### config.mk
export PLATFORM = sky130hd
export DESIGN_NAME = mem_access_unit
export DESIGN_NICKNAME = d
export VERILOG_FILES = /design/src/rtl/mem_access_unit.sv
export SDC_FILE = /design/constraint.sdc
export NUM_CORES = 1
export LEC_CHECK = 0
export ABC_AREA = 1
export BUFFER_PORTS_ARGS = -buffer_cell sky130_fd_sc_hd__buf_2
export CORE_ASPECT_RATIO = 1.2
export CORE_MARGIN = 5
export CORE_UTILIZATION = 52
export DETAILED_ROUTE_END_ITERATION = 12
export GPL_ROUTABILITY_DRIVEN = 0
export PLACE_DENSITY = 0.81
export SLEW_MARGIN = 25
export SYNTH_ARGS = -nofsm -noshare
export SYNTH_HDL_FRONTEND = slang
export SYNTH_SLANG_ARGS = --single-unit
### constraint.sdc
create_clock -name clk -period 1.7 [get_ports clk]
set_input_delay 0.17 -clock clk [delete_from_list [all_inputs] [get_ports clk]]
set_output_delay 0.17 -clock clk [all_outputs]
set_load 0.1 [all_outputs]
### src/rtl/mem_access_unit.sv
// rtl/mem_access_unit.sv - MEM-stage load/store engine with lane alignment, timeout and exceptions
module mem_access_unit #(
  parameter int TIMEOUT_CYCLES = 255
) (
  input  logic        clk,
  input  logic        rst_n,
  input  logic        op_valid,
  output logic        op_ready,
  input  logic        op_load,
  input  logic [1:0]  op_size,
  input  logic        op_signed,
  input  logic [31:0] alu_result,
  input  logic [31:0] store_data,
  input  logic [4:0]  op_rd,
  output logic        mem_req,
  output logic        mem_we,
  output logic [31:0] mem_addr,
  output logic [3:0]  mem_be,
  output logic [31:0] mem_wdata,
  input  logic        mem_ready,
  input  logic [31:0] mem_rdata,
  output logic        wb_valid,
  output logic [4:0]  wb_rd,
  output logic [31:0] wb_data,
  output logic        stall,
  output logic        exc_valid,
  output logic [1:0]  exc_code,
  output logic [31:0] exc_addr
);

  typedef enum logic {IDLE, ACCESS} state_t;

  localparam logic [7:0] CNT_LAST = 8'(TIMEOUT_CYCLES - 1);

  state_t      state;
  logic [7:0]  cnt;
  logic [1:0]  off_q;
  logic [1:0]  size_q;
  logic        signed_q;
  logic [4:0]  rd_q;
  logic [31:0] addr_q;

  logic        illegal;
  logic [3:0]  be_next;
  logic [31:0] wdata_next;
  logic [31:0] shifted;
  logic [31:0] load_data;

  assign op_ready = (state == IDLE);
  assign stall    = op_valid & ~op_ready;

  always_comb begin
    illegal    = 1'b0;
    be_next    = 4'b1111;
    wdata_next = store_data;
    case (op_size)
      2'b00: begin
        be_next    = 4'b0001 << alu_result[1:0];
        wdata_next = {4{store_data[7:0]}};
      end
      2'b01: begin
        illegal    = alu_result[0];
        be_next    = 4'b0011 << alu_result[1:0];
        wdata_next = {2{store_data[15:0]}};
      end
      2'b10:   illegal = |alu_result[1:0];
      default: illegal = 1'b1;
    endcase
  end

  // Shift the addressed lane down to bit 0, then extend by size.
  always_comb begin
    shifted   = mem_rdata >> {off_q, 3'b000};
    load_data = mem_rdata;
    case (size_q)
      2'b00:   load_data = signed_q ? {{24{shifted[7]}}, shifted[7:0]}
                                    : {24'h000000, shifted[7:0]};
      2'b01:   load_data = signed_q ? {{16{shifted[15]}}, shifted[15:0]}
                                    : {16'h0000, shifted[15:0]};
      default: load_data = mem_rdata;
    endcase
  end

  always_ff @(posedge clk or negedge rst_n) begin
    if (!rst_n) begin
      state     <= IDLE;
      cnt       <= 8'd0;
      off_q     <= 2'b00;
      size_q    <= 2'b00;
      signed_q  <= 1'b0;
      rd_q      <= 5'd0;
      addr_q    <= 32'd0;
      mem_req   <= 1'b0;
      mem_we    <= 1'b0;
      mem_addr  <= 32'd0;
      mem_be    <= 4'b0000;
      mem_wdata <= 32'd0;
      wb_valid  <= 1'b0;
      wb_rd     <= 5'd0;
      wb_data   <= 32'd0;
      exc_valid <= 1'b0;
      exc_code  <= 2'b00;
      exc_addr  <= 32'd0;
    end else begin
      wb_valid  <= 1'b0;
      exc_valid <= 1'b0;
      case (state)
        IDLE: begin
          if (op_valid) begin
            if (illegal) begin
              exc_valid <= 1'b1;
              exc_code  <= op_load ? 2'b01 : 2'b10;
              exc_addr  <= alu_result;
            end else begin
              state     <= ACCESS;
              cnt       <= 8'd0;
              off_q     <= alu_result[1:0];
              size_q    <= op_size;
              signed_q  <= op_signed;
              rd_q      <= op_rd;
              addr_q    <= alu_result;
              mem_req   <= 1'b1;
              mem_we    <= ~op_load;
              mem_addr  <= {alu_result[31:2], 2'b00};
              mem_be    <= be_next;
              mem_wdata <= wdata_next;
            end
          end
        end
        ACCESS: begin
          // A ready on the last allowed cycle wins over the timeout.
          if (mem_ready) begin
            state   <= IDLE;
            mem_req <= 1'b0;
            if (!mem_we) begin
              wb_valid <= 1'b1;
              wb_rd    <= rd_q;
              wb_data  <= load_data;
            end
          end else if (cnt == CNT_LAST) begin
            state     <= IDLE;
            mem_req   <= 1'b0;
            exc_valid <= 1'b1;
            exc_code  <= 2'b11;
            exc_addr  <= addr_q;
          end else begin
            cnt <= cnt + 8'd1;
          end
        end
        default: state <= IDLE;
      endcase
    end
  end

endmodule
-- After elaboration in Yosys (flattened, before gate mapping)
Cells that the tools add are included.
- $add $sub $neg: 1
- multiply operators: 0
- div/mod/pow operators: 0
- order comparisons: 0
- equality and inequality tests: 11
- shift operators: 3
- multiplexer cells: 40
- bitwise operators: 5
- reductions and logical operators: 8
- operators with widths (kind ; number):
    2-to-1 mux 32 bit ; 6
    one-hot mux 32 bit (2 select lines) ; 3
    2-to-1 mux 8 bit ; 4
    >> shifter 32 x 5 -> 16 bit ; 1
    one-hot mux 8 bit (2 select lines) ; 1
    2-to-1 mux 1 bit ; 15
    2-to-1 mux 2 bit ; 5
    AND reduction 3 bit ; 3
    adder 8 x 1 -> 8 bit (second input constant) ; 1
    equality test 8 bit (second input constant) ; 1
    inequality test 2 bit (second input constant) ; 4
    one-hot mux 4 bit (2 select lines) ; 1
    AND reduction 4 bit ; 2
    one-hot mux 1 bit (2 select lines) ; 3
    equality test 2 x 1 -> 1 bit (second input constant) ; 2
    zero test 2 bit ; 2
    inequality test 2 x 1 -> 1 bit (second input constant) ; 2
    inverter 1 bit ; 4
    one-hot mux 2 bit (2 select lines) ; 1
    left shift 1 x 2 -> 4 bit (first input constant) ; 1
    left shift 2 x 2 -> 4 bit (first input constant) ; 1
    inequality test 3 x 2 -> 1 bit (second input constant) ; 1
    one-hot mux 1 bit (3 select lines) ; 1
    equality test 2 bit (second input constant) ; 1
    2 further kinds ; 2
- register bits: 192
- bits in latches: 0
- RAM bits: 0
- ROM bits: 0
- bits of input ports: 109
- output and inout bits: 145
- memories kept: 0

-- Logic depth before layout (Yosys ltp)
Gate-level depths: netlist (run 1).
- depth after elaboration: 5
- mapped depth: 10
- gate-level depth less buffers: 9

-- Least setup slack after synthesis (run 1)
Ideal clock, no wire load.
- path kind: reg2reg
- start point: register mem_we
- end point: register wb_data[30]
- arrival time: 1622 ps
- data required time: 1587 ps
- setup slack: -35 ps
- stages on the path, launching flop included: 6
- path buffers: 1
- period minus slack after synthesis: 1735 ps
- cells stage by stage: dfrtp_1 -> nor2_4 -> clkbuf_1 -> or2_2 -> nand2_1 -> inv_1
- cells in the longest elaborated chain, start to end: 2
- ends and longest elaborated chain (item ; line ; source):
    start: declaration ; 16 ; output logic mem_we,
    start signal: assignment ; 123 ; mem_we <= ~op_load;
    inverter 1 bit (no source line) ; - ;
    AND reduction 3 bit (no source line) ; - ;
    end signal: assignment ; 138 ; wb_data <= load_data;
    end: declaration ; 24 ; output logic [31:0] wb_data,
Every way passes these cells.
A chain may end at the register's enable or synchronous reset.

-- Final worst setup path (run 1)
- start point: register state
- end point: output port stall
- cells in the longest elaborated chain, start to end: 1
- ends and longest elaborated chain (item ; line ; source):
    start: declaration ; 35 ; state_t state;
    start signal: assignment ; 86 ; state <= IDLE;
    start signal: assignment ; 115 ; state <= ACCESS;
    start signal: assignment ; 133 ; state <= IDLE;
    bitwise AND 1 bit ; 50 ; assign stall = op_valid & ~op_ready;
    end: declaration ; 25 ; output logic stall,
Every way passes these cells.

==> out/results.ini, run 1 <==
[timing]
setup_ws_ns = 0.0692
timing.slew.headroom = 0.637
finalCritPeriodShare = 0.959
setup_tns_ns = 0
setup_viol = 0
finalHoldViolCount = 0
skew_ns = 0.0114
fin_crit_ns = 1.63
maxSlewViolCount = 0
holdWs_ns = 0.0167
max_freq_ghz = 0.613
rsz0062_at_grt = no
tightest_slew_ns = 0.549

[worst_hold_path]
hold_path_depth = 3
worstHoldPathType = primary input to flop
min_from = alu_result[29]
hold_end = addr_q[29]

[floorplanning]
start_util = 0.525
coreArea_um2 = 15500
die_w_um = 124
dieArea_um2 = 18300
rows = 50
die_h_um = 147
io_pins = 254

[setup_path]
r2r-end = exc_addr[14]
worstPathRequired_ns = 1.53
r2r_slack_ns = 0.14
cp-start-kind = flop
endpoint_kind = output pin
rr_worst_depth = 9
r2r_start = cnt[0]
cp.arrival_ns = 1.46
path_max_fanout = 35
path_class = flop to output pin

[cells_and_area]
layout_commonest_cell = nand2_1
drive_gt1_frac = 0.289
instances_no_fill = 1483
area_delta_synth_final_pct = 25.6
fin_nets = 1373
num_antenna_cells = 0
stdcell_area_um2 = 10200
final_cell_mix = nand2_1, buf_2, dfrtp_1

[job]
cap_violations = 0

[route]
drt_iter0_drc = 680
drt-pass1-iter-count = 5
via_per_inst = 5.18
drt-total-wl_mm = 23.0
vias = 7676
drc = 0
ant_nets = 0
routedWlPerCell_um = 15.5

[global_routing]
grt.overflow.total = 0
grt_pass1_wl_mm = 37.3
first_global_vias = 7324
antenna_found_initial = 0
track_usage = 0.250
grt_max_degree = 83

[clock_tree]
htree_levels = 4
clock-root-buffer = clkbuf_16
cts_tree = done
insertion_delay_ns = 0.42
clockBufferDepth = 2
clkTransAtPathRegs_ns = 0.06
clock-sinks = 160
numCtsBuffers = 17

[run_status]
status = complete, no violations

[place]
placed_area_um2 = 9520
io_buffers = 251
dpl_worst_slack_ns = 0.112
hpwl_mm = 16.4
dp.cells = 1440

[power]
power.density_nw_per_um2 = 2070
max-vdd-ir-drop_uv = 1050
leakagePower_nw = 5.63

[synthesis]
yosysSeqAreaShare = 0.491
synth_async_sr_flop_share = 1.00
synth_seq_cells = 160
avgSynthCellArea_um2 = 7.84
yosys_warnings = 0
syn_inst = 1039
synth_edf_count = 0
synth_ff_type = dfrtp_1
yosysUniqueCellTypes = 30
syn-cell-area_um2 = 8150

[state kept, by name, summed over array words and instances (netlist names), 2 cells and up]
register,count
addr_q,31
cnt,8
exc_addr,32
exc_code,2
mem_be,4
mem_wdata,32
rd_q,5
size_q,2
wb_data,32
wb_rd,5
[worst max-delay path by stage]
stage	from	end	depth (start not counted)
2_1_floorplan	state	exc_addr[10]	8
3_3_place_gp	cnt[0]	cnt[6]	9
3_5_place_dp	cnt[0]	exc_addr[10]	9
4_1_cts	state	stall	4
5_1_grt	off_q[0]	wb_data[17]	8
6_report	state	stall	4
[through the flow]
stage | power (mW) | utilization
final | 21.2 | 0.660
after global routing | 22.0 | 0.660
after CTS | 21.3 | 0.660
after detailed placement | 17.4 | 0.614
after global placement | 17.3 | 0.614
after floorplan | 15.5 | -
[cell families after synthesis]
| group | count (synthesis) | share of synthesized area |
|---|---|---|
| multiplexers | 1 | 0.00123 |
| adder cells (fa/ha/maj) | 2 | 0.00307 |
| XOR/XNOR | 4 | 0.00430 |
| AND/OR/NAND/NOR | 469 | 0.253 |
| flip-flops | 160 | 0.491 |
| buffers and inverters | 195 | 0.113 |
| other | 1 | 0.000460 |
| AO/OA/AOI/OAI | 207 | 0.133 |
[final cells by class]
cell class / instances / area [um^2]
inverter: 107 / 405
clock buffer: 20 / 457
clock inverter: 12 / 124
multi-input combinational: 685 / 3230
fill: 1376 / 5280
timing repair buffer: 291 / 1760
sequential: 160 / 4010
tap: 208 / 260
[critical path, cell delays in order, from the launching register on]
cell	delay, ns
dfrtp_2	0.46
buf_12	0.19
nand2_1	0.11
clkinvlp_4	0.10
buf_12	0.17
[Yosys cell counts (4+ instances only)]
library cell,count,share of area
inv_2,4,0.0018
or2_2,17,0.013
a21boi_0,7,0.0064
o21ai_0,132,0.081
nor2_1,19,0.0088
xor2_1,4,0.0043
buf_4,40,0.037
dfrtp_1,160,0.49
nand2_1,330,0.15
inv_1,102,0.047
nand3_2,13,0.016
o21ai_1,7,0.0043
buf_2,19,0.012
clkbuf_1,25,0.012
a21oi_2,8,0.0086
nand3_1,79,0.049
a21oi_1,52,0.032
[routing by layer]
| layer | GRT usage | up-vias | wire length [um] | share of wire |
|---|---|---|---|---|
| li1 | - | 3715 | - | - |
| met1 | 0.311 | 3516 | 8970 | 0.39 |
| met3 | 0.0593 | 63 | 1880 | 0.082 |
| met2 | 0.418 | 382 | 11400 | 0.49 |
| met5 | 0 | - | 0 | 0 |
| met4 | 0.104 | 0 | 783 | 0.034 |
[what timing repair did]
action / 4_1_cts / 5_1_grt
hold buffers: 10 / 0
endpoints found under the hold margin: 169 / 0
pin swaps: 0 / 0
endpoints found under the setup margin: 1 / 8
buffers inserted: 0 / 0
gates cloned: 1 / 0
resized for setup: 0 / 1
[power breakdown]
part	total, mW	leakage [nW]	internal (mW)	switching [mW]
clock network	3.74	0.279	2.13	1.62
logic	11.8	3.37	1.86	9.98
registers	5.60	1.98	4.92	0.683
Power figures use the tool's default switching activity.
==> inputs of run 2 (changes only) <==
==> constraint.sdc (replaced) <==
create_clock -name clk -period 1.7 [get_ports clk]
set_input_delay 0.17 -clock clk [delete_from_list [all_inputs] [get_ports clk]]
set_output_delay 0.17 -clock clk [all_outputs]
set_load 0.005 [all_outputs]
==> out/results.ini, run 2 (synthesized netlist as in run 1, its figures left out) <==
[cells_and_area]
layout_commonest_cell = nand2_1
multi_input_area_um2 = 3240
nFillCells = 1333
top_regs = exc_addr x32, mem_wdata x32, wb_data x32
drive_gt1_frac = 0.289
fin_nets = 1381
num_antenna_cells = 0
final_cell_mix = nand2_1, buf_2, dfrtp_1
fin_util = 0.662
final-seq-area_um2 = 4010
area_delta_synth_final_pct = 26.0

[route]
routedWlPerCell_um = 15.3
ant_nets = 0
drc = 0
drt_iter0_drc = 682
vias = 7706
via_per_inst = 5.17
drt-pass1-iter-count = 5
drt-total-wl_mm = 22.7

[power]
leakagePower_nw = 5.66
power.density_nw_per_um2 = 1320
max-vdd-ir-drop_uv = 731

[place]
io_buffers = 251
hpwl_mm = 16.4

[floorplanning]
start_util = 0.525
dieArea_um2 = 18300
rows = 50
coreArea_um2 = 15500
die_w_um = 124
die_h_um = 147
io_pins = 254

[clock_tree]
numCtsBuffers = 17
clockBufferDepth = 2
clock-root-buffer = clkbuf_16
clkTransAtPathRegs_ns = 0.06
cts_tree = done
htree_levels = 4
clock-sinks = 160
insertion_delay_ns = 0.42

[timing]
max_freq_ghz = 0.641
rsz0062_at_grt = no
fin_crit_ns = 1.56
finalCritPeriodShare = 0.917
setup_viol = 0
finalHoldViolCount = 0
maxSlewViolCount = 0
setup_tns_ns = 0
skew_ns = 0.00745

[global_routing]
first_global_vias = 7315
track_usage = 0.245
grt.overflow.total = 0
antenna_found_initial = 0
grt_pass1_wl_mm = 36.8
grt_max_degree = 64

[setup_path]
worstPathCellList = inv_2 -> nand2_1 -> nand3_1 -> nand2_2 -> nand3_4 -> nand3_1 -> nand2_1 -> inv_1
endpoint_kind = flop
cpPeakStageDelay_ns = 0.53
worstPathRequired_ns = 2.06
path_class = flop to flop
path_max_fanout = 16
crit_slowest_cell = dfrtp_1
cp.arrival_ns = 1.92
cp-start-kind = flop

[run_status]
status = complete, no violations

[job]
cap_violations = 0

[worst_hold_path]
worstHoldPathType = primary input to flop

-- run 2: cell count changes in the layout (fill, tap and decap cells not counted), sizes merged --
| cell | before | now |
|---|---|---|
| bufinv | 1 | 2 |
| clkinv | 5 | 4 |
| clkbuf | 20 | 19 |
| dlygate4sd3 | 10 | 15 |
| buf | 280 | 284 |
| inv | 110 | 111 |
| bufbuf | 1 | 0 |
-- run 2: power breakdown --
| group | switching [mW] | internal [mW] | total, mW |
|---|---|---|---|
| sequential | 0.706 | 4.92 | 5.63 |
| combinational | 2.18 | 1.82 | 4.00 |
| clock | 1.63 | 2.27 | 3.90 |
-- run 2: worst paths after layout --
path,end,start,cells after the start,slack [ns]
setup / recovery,wb_data[16],off_q[0],8,0.14
hold / removal,addr_q[3],alu_result[3],3,0.02
setup reg to reg,wb_data[16],off_q[0],8,0.14
hold reg to reg,mem_wdata[30],mem_wdata[30],2,0.48
max in group asynchronous,addr_q[6],rst_n,3,0.90
min in group asynchronous,wb_rd[0],rst_n,2,0.19
-- run 2: layout make-up --
type                    instances  area share
clock buffers                  19      0.0441
clock inverters                13      0.0147
inverters                     107      0.0391
multi-input cells             685       0.315
flip-flops and latches        160       0.390
well taps                     208      0.0253
repair buffers                299       0.172
-- run 2: timing repair --
item,in CTS,in global routing
setup endpoints to repair,0,43
hold buffers,15,0
gates resized for setup,0,3
hold endpoints to repair,152,0
setup buffers,0,0
-- run 2: critical path, delay by kind of cell, from the launching register on --
family	cells	cell delay (ns)
AND/OR/NAND/NOR	6	0.74
flip-flops	1	0.53
buffers and inverters	2	0.23
-- run 2: per-stage QoR --
stage                     setup slack (ns)  cell area, um^2  hold slack (ns)  total power, mW  std cells
after floorplan                      0.230             8150           -0.126             7.85       1040
after global placement               0.124             9510           0.0664             9.51       1444
after detailed placement            0.0834             9510           0.0703             9.65       1444
after CTS                           0.0662            10300         0.000212             13.6       1491
after global routing               0.00390            10300           0.0195             14.4       1491
final                                0.140            10300           0.0193             13.5       1491
-- run 2: metal layers --
metal	share of wire	GRT usage	routed length [um]
met1	0.40	0.306	9080
met5	0	0	0
met2	0.49	0.398	11100
met3	0.071	0.0640	1610
met4	0.044	0.120	994
==> inputs of run 3 (changes only) <==
--- a/config.mk
+++ b/config.mk
@@ -9,10 +9,11 @@
 export BUFFER_PORTS_ARGS = -buffer_cell sky130_fd_sc_hd__buf_2
 export CORE_ASPECT_RATIO = 1.2
 export CORE_MARGIN = 5
-export CORE_UTILIZATION = 52
+export CORE_UTILIZATION = 47
 export DETAILED_ROUTE_END_ITERATION = 12
 export GPL_ROUTABILITY_DRIVEN = 0
-export PLACE_DENSITY = 0.81
+export MAX_ROUTING_LAYER = met4
+export PLACE_DENSITY = 0.77
 export SLEW_MARGIN = 25
 export SYNTH_ARGS = -nofsm -noshare
 export SYNTH_HDL_FRONTEND = slang
==> constraint.sdc (replaced) <==
create_clock -name clk -period 1.3 [get_ports clk]
set_input_delay 0.13 -clock clk [delete_from_list [all_inputs] [get_ports clk]]
set_output_delay 0.13 -clock clk [all_outputs]
set_load 0.005 [all_outputs]
==> out/results.ini, run 3 (synthesized netlist as in run 1, its figures left out) <==
[timing]
fin_crit_ns = 1.48
timing.slew.headroom = 0.622
finalHoldViolCount = 0
maxSlewViolCount = 0
skew_ns = 0.0133
rsz0062_at_grt = yes
tightest_slew_ns = 0.567
finalCritPeriodShare = 1.14
setup_ws_ns = -0.183
holdWs_ns = 0.00299
max_freq_ghz = 0.674
setup_viol = 105

[setup_path]
worstPathCellList = buf_6 -> nand2_1 -> nand3_1 -> nand2_2 -> nand3_4 -> buf_12 -> nand3_2 -> nand2_1 -> inv_1
r2r_start = off_q[0]
r2r-end = wb_data[16]
path_max_fanout = 6
worstPathRequired_ns = 1.67
cpMostUsedCell = nand2_1
cp.arrival_ns = 1.85
rr_worst_depth = 9
r2r_slack_ns = -0.18
path_class = flop to flop
cpPeakStageDelay_ns = 0.46
crit_slowest_cell = dfrtp_2
endpoint_kind = flop
cp-start-kind = flop

[power]
max-vdd-ir-drop_uv = 794
internal-power_mw = 12.5
sw_frac_of_total = 0.356
seq_power_share = 0.383
leakagePower_nw = 6.48
total_power_mw = 19.4
power.density_nw_per_um2 = 1580
comb_power_share = 0.360
p_clk_frac = 0.256
p_switching_mw = 6.91

[clock_tree]
htree_levels = 4
clkTransAtPathRegs_ns = 0.07
numCtsBuffers = 17
cts_tree = done
insertion_delay_ns = 0.42
clockBufferDepth = 2
clock-sinks = 160
clock-root-buffer = clkbuf_16

[run_status]
status = complete, but fails checks
violations = negative setup slack

[route]
routedWlPerCell_um = 18.6
vias = 8980
drt_iter0_drc = 1040
ant_nets = 0
drc = 0
drt-total-wl_mm = 30.2
via_per_inst = 5.54
drt-pass1-iter-count = 6

[cells_and_area]
top_regs = exc_addr x32, mem_wdata x32, wb_data x32
area_delta_synth_final_pct = 50.3
drive_gt1_frac = 0.417
layout_commonest_cell = nand2_1
fin_util = 0.721
final_cell_mix = nand2_1, buf_2, dfrtp_1
fin_nets = 1501
stdcell_area_um2 = 12200

[global_routing]
track_usage = 0.261
antenna_found_initial = 1
grt_max_degree = 43
first_global_vias = 8171
grt_pass1_wl_mm = 40.9
grt.overflow.total = 0

[place]
placed_area_um2 = 9940
hpwl_mm = 17.4
io_buffers = 251

[worst_hold_path]
hold_path_depth = 3
min_from = alu_result[15]
hold_end = addr_q[15]
worstHoldPathType = primary input to flop

[job]
cap_violations = 0

[floorplanning]
start_util = 0.480
die_w_um = 130
dieArea_um2 = 20100
io_pins = 254
coreArea_um2 = 17000
rows = 52
die_h_um = 154

run 3: cell count changes in the layout (fill, tap and decap cells not counted), moves of 25 or more:
| cell | previous run | this run |
|---|---|---|
| o21ai_1 | 7 | 34 |
| o21ai_2 | 1 | 26 |
| nand2_2 | 2 | 41 |
| o21ai_0 | 132 | 79 |
| buf_4 | 24 | 59 |
| a21oi_1 | 52 | 25 |
| dlygate4sd3_1 | 15 | 52 |
| nand2_1 | 330 | 282 |
| a21oi_2 | 8 | 34 |
run 3: timing repair:
item,CTS,global route
cloned,2,21
setup buffers,6,15
hold buffers,52,0
resized for setup,76,157
endpoints found under the setup margin,77,156
hold endpoints to repair,211,0
pin swaps,17,34
run 3: critical path, delay by kind of cell, from the launching register on:
| kind | cells | cell delay [ns] |
|---|---|---|
| buffers and inverters | 3 | 0.39 |
| AND/OR/NAND/NOR | 6 | 0.60 |
| flip-flops | 1 | 0.46 |
run 3: layout make-up:
class                   count  area (um^2)
well taps                 216          270
multi-input cells         690         3860
diodes                      1         2.50
clock inverters            13          125
fillers                  1160         4730
inverters                 107          420
clock buffers              19          453
repair buffers            414         3110
flip-flops and latches    160         4010
run 3: worst max-delay path by stage:
stage | from | to | slack, ns | cells after the start
2_1_floorplan | cnt[0] | exc_addr[18] | -0.06 | 9
3_3_place_gp | alu_result[1] | rd_q[4] | -0.1 | 7
3_5_place_dp | alu_result[0] | rd_q[1] | -0.14 | 8
4_1_cts | state | stall | -0.11 | 5
5_1_grt | off_q[0] | wb_data[22] | -0.28 | 9
6_report | off_q[0] | wb_data[16] | -0.18 | 9
run 3: through the flow:
step | cells | worst slack, ns | TNS [ns]
2_1_floorplan | 1040 | -0.0642 | -1.84
3_3_place_gp | 1492 | -0.0955 | -7.24
3_5_place_dp | 1492 | -0.143 | -9.52
4_1_cts | 1584 | -0.115 | -5.58
5_1_grt | 1620 | -0.277 | -16.74
6_report | 1620 | -0.183 | -10.72
run 3: power groups by stage:
stage               Sequential [mW]  Combinational, mW  Clock (mW)
floorplan                      7.37               2.96           0
detailed placement             7.38               5.53           0
global placement               7.35               5.38           0
global route                   7.57               7.66        5.20
CTS                            7.33               5.92        4.98
finish                         7.43               6.99        4.97
run 3: per-layer routing:
layer  wire length, um  vias to the layer above  global-route usage
met5                 0                        -                   -
li1                  -                     3986                   -
met2             14600                      635               0.420
met1             10800                     4178               0.312
met4              1930                        0               0.128
met3              2840                      181              0.0521
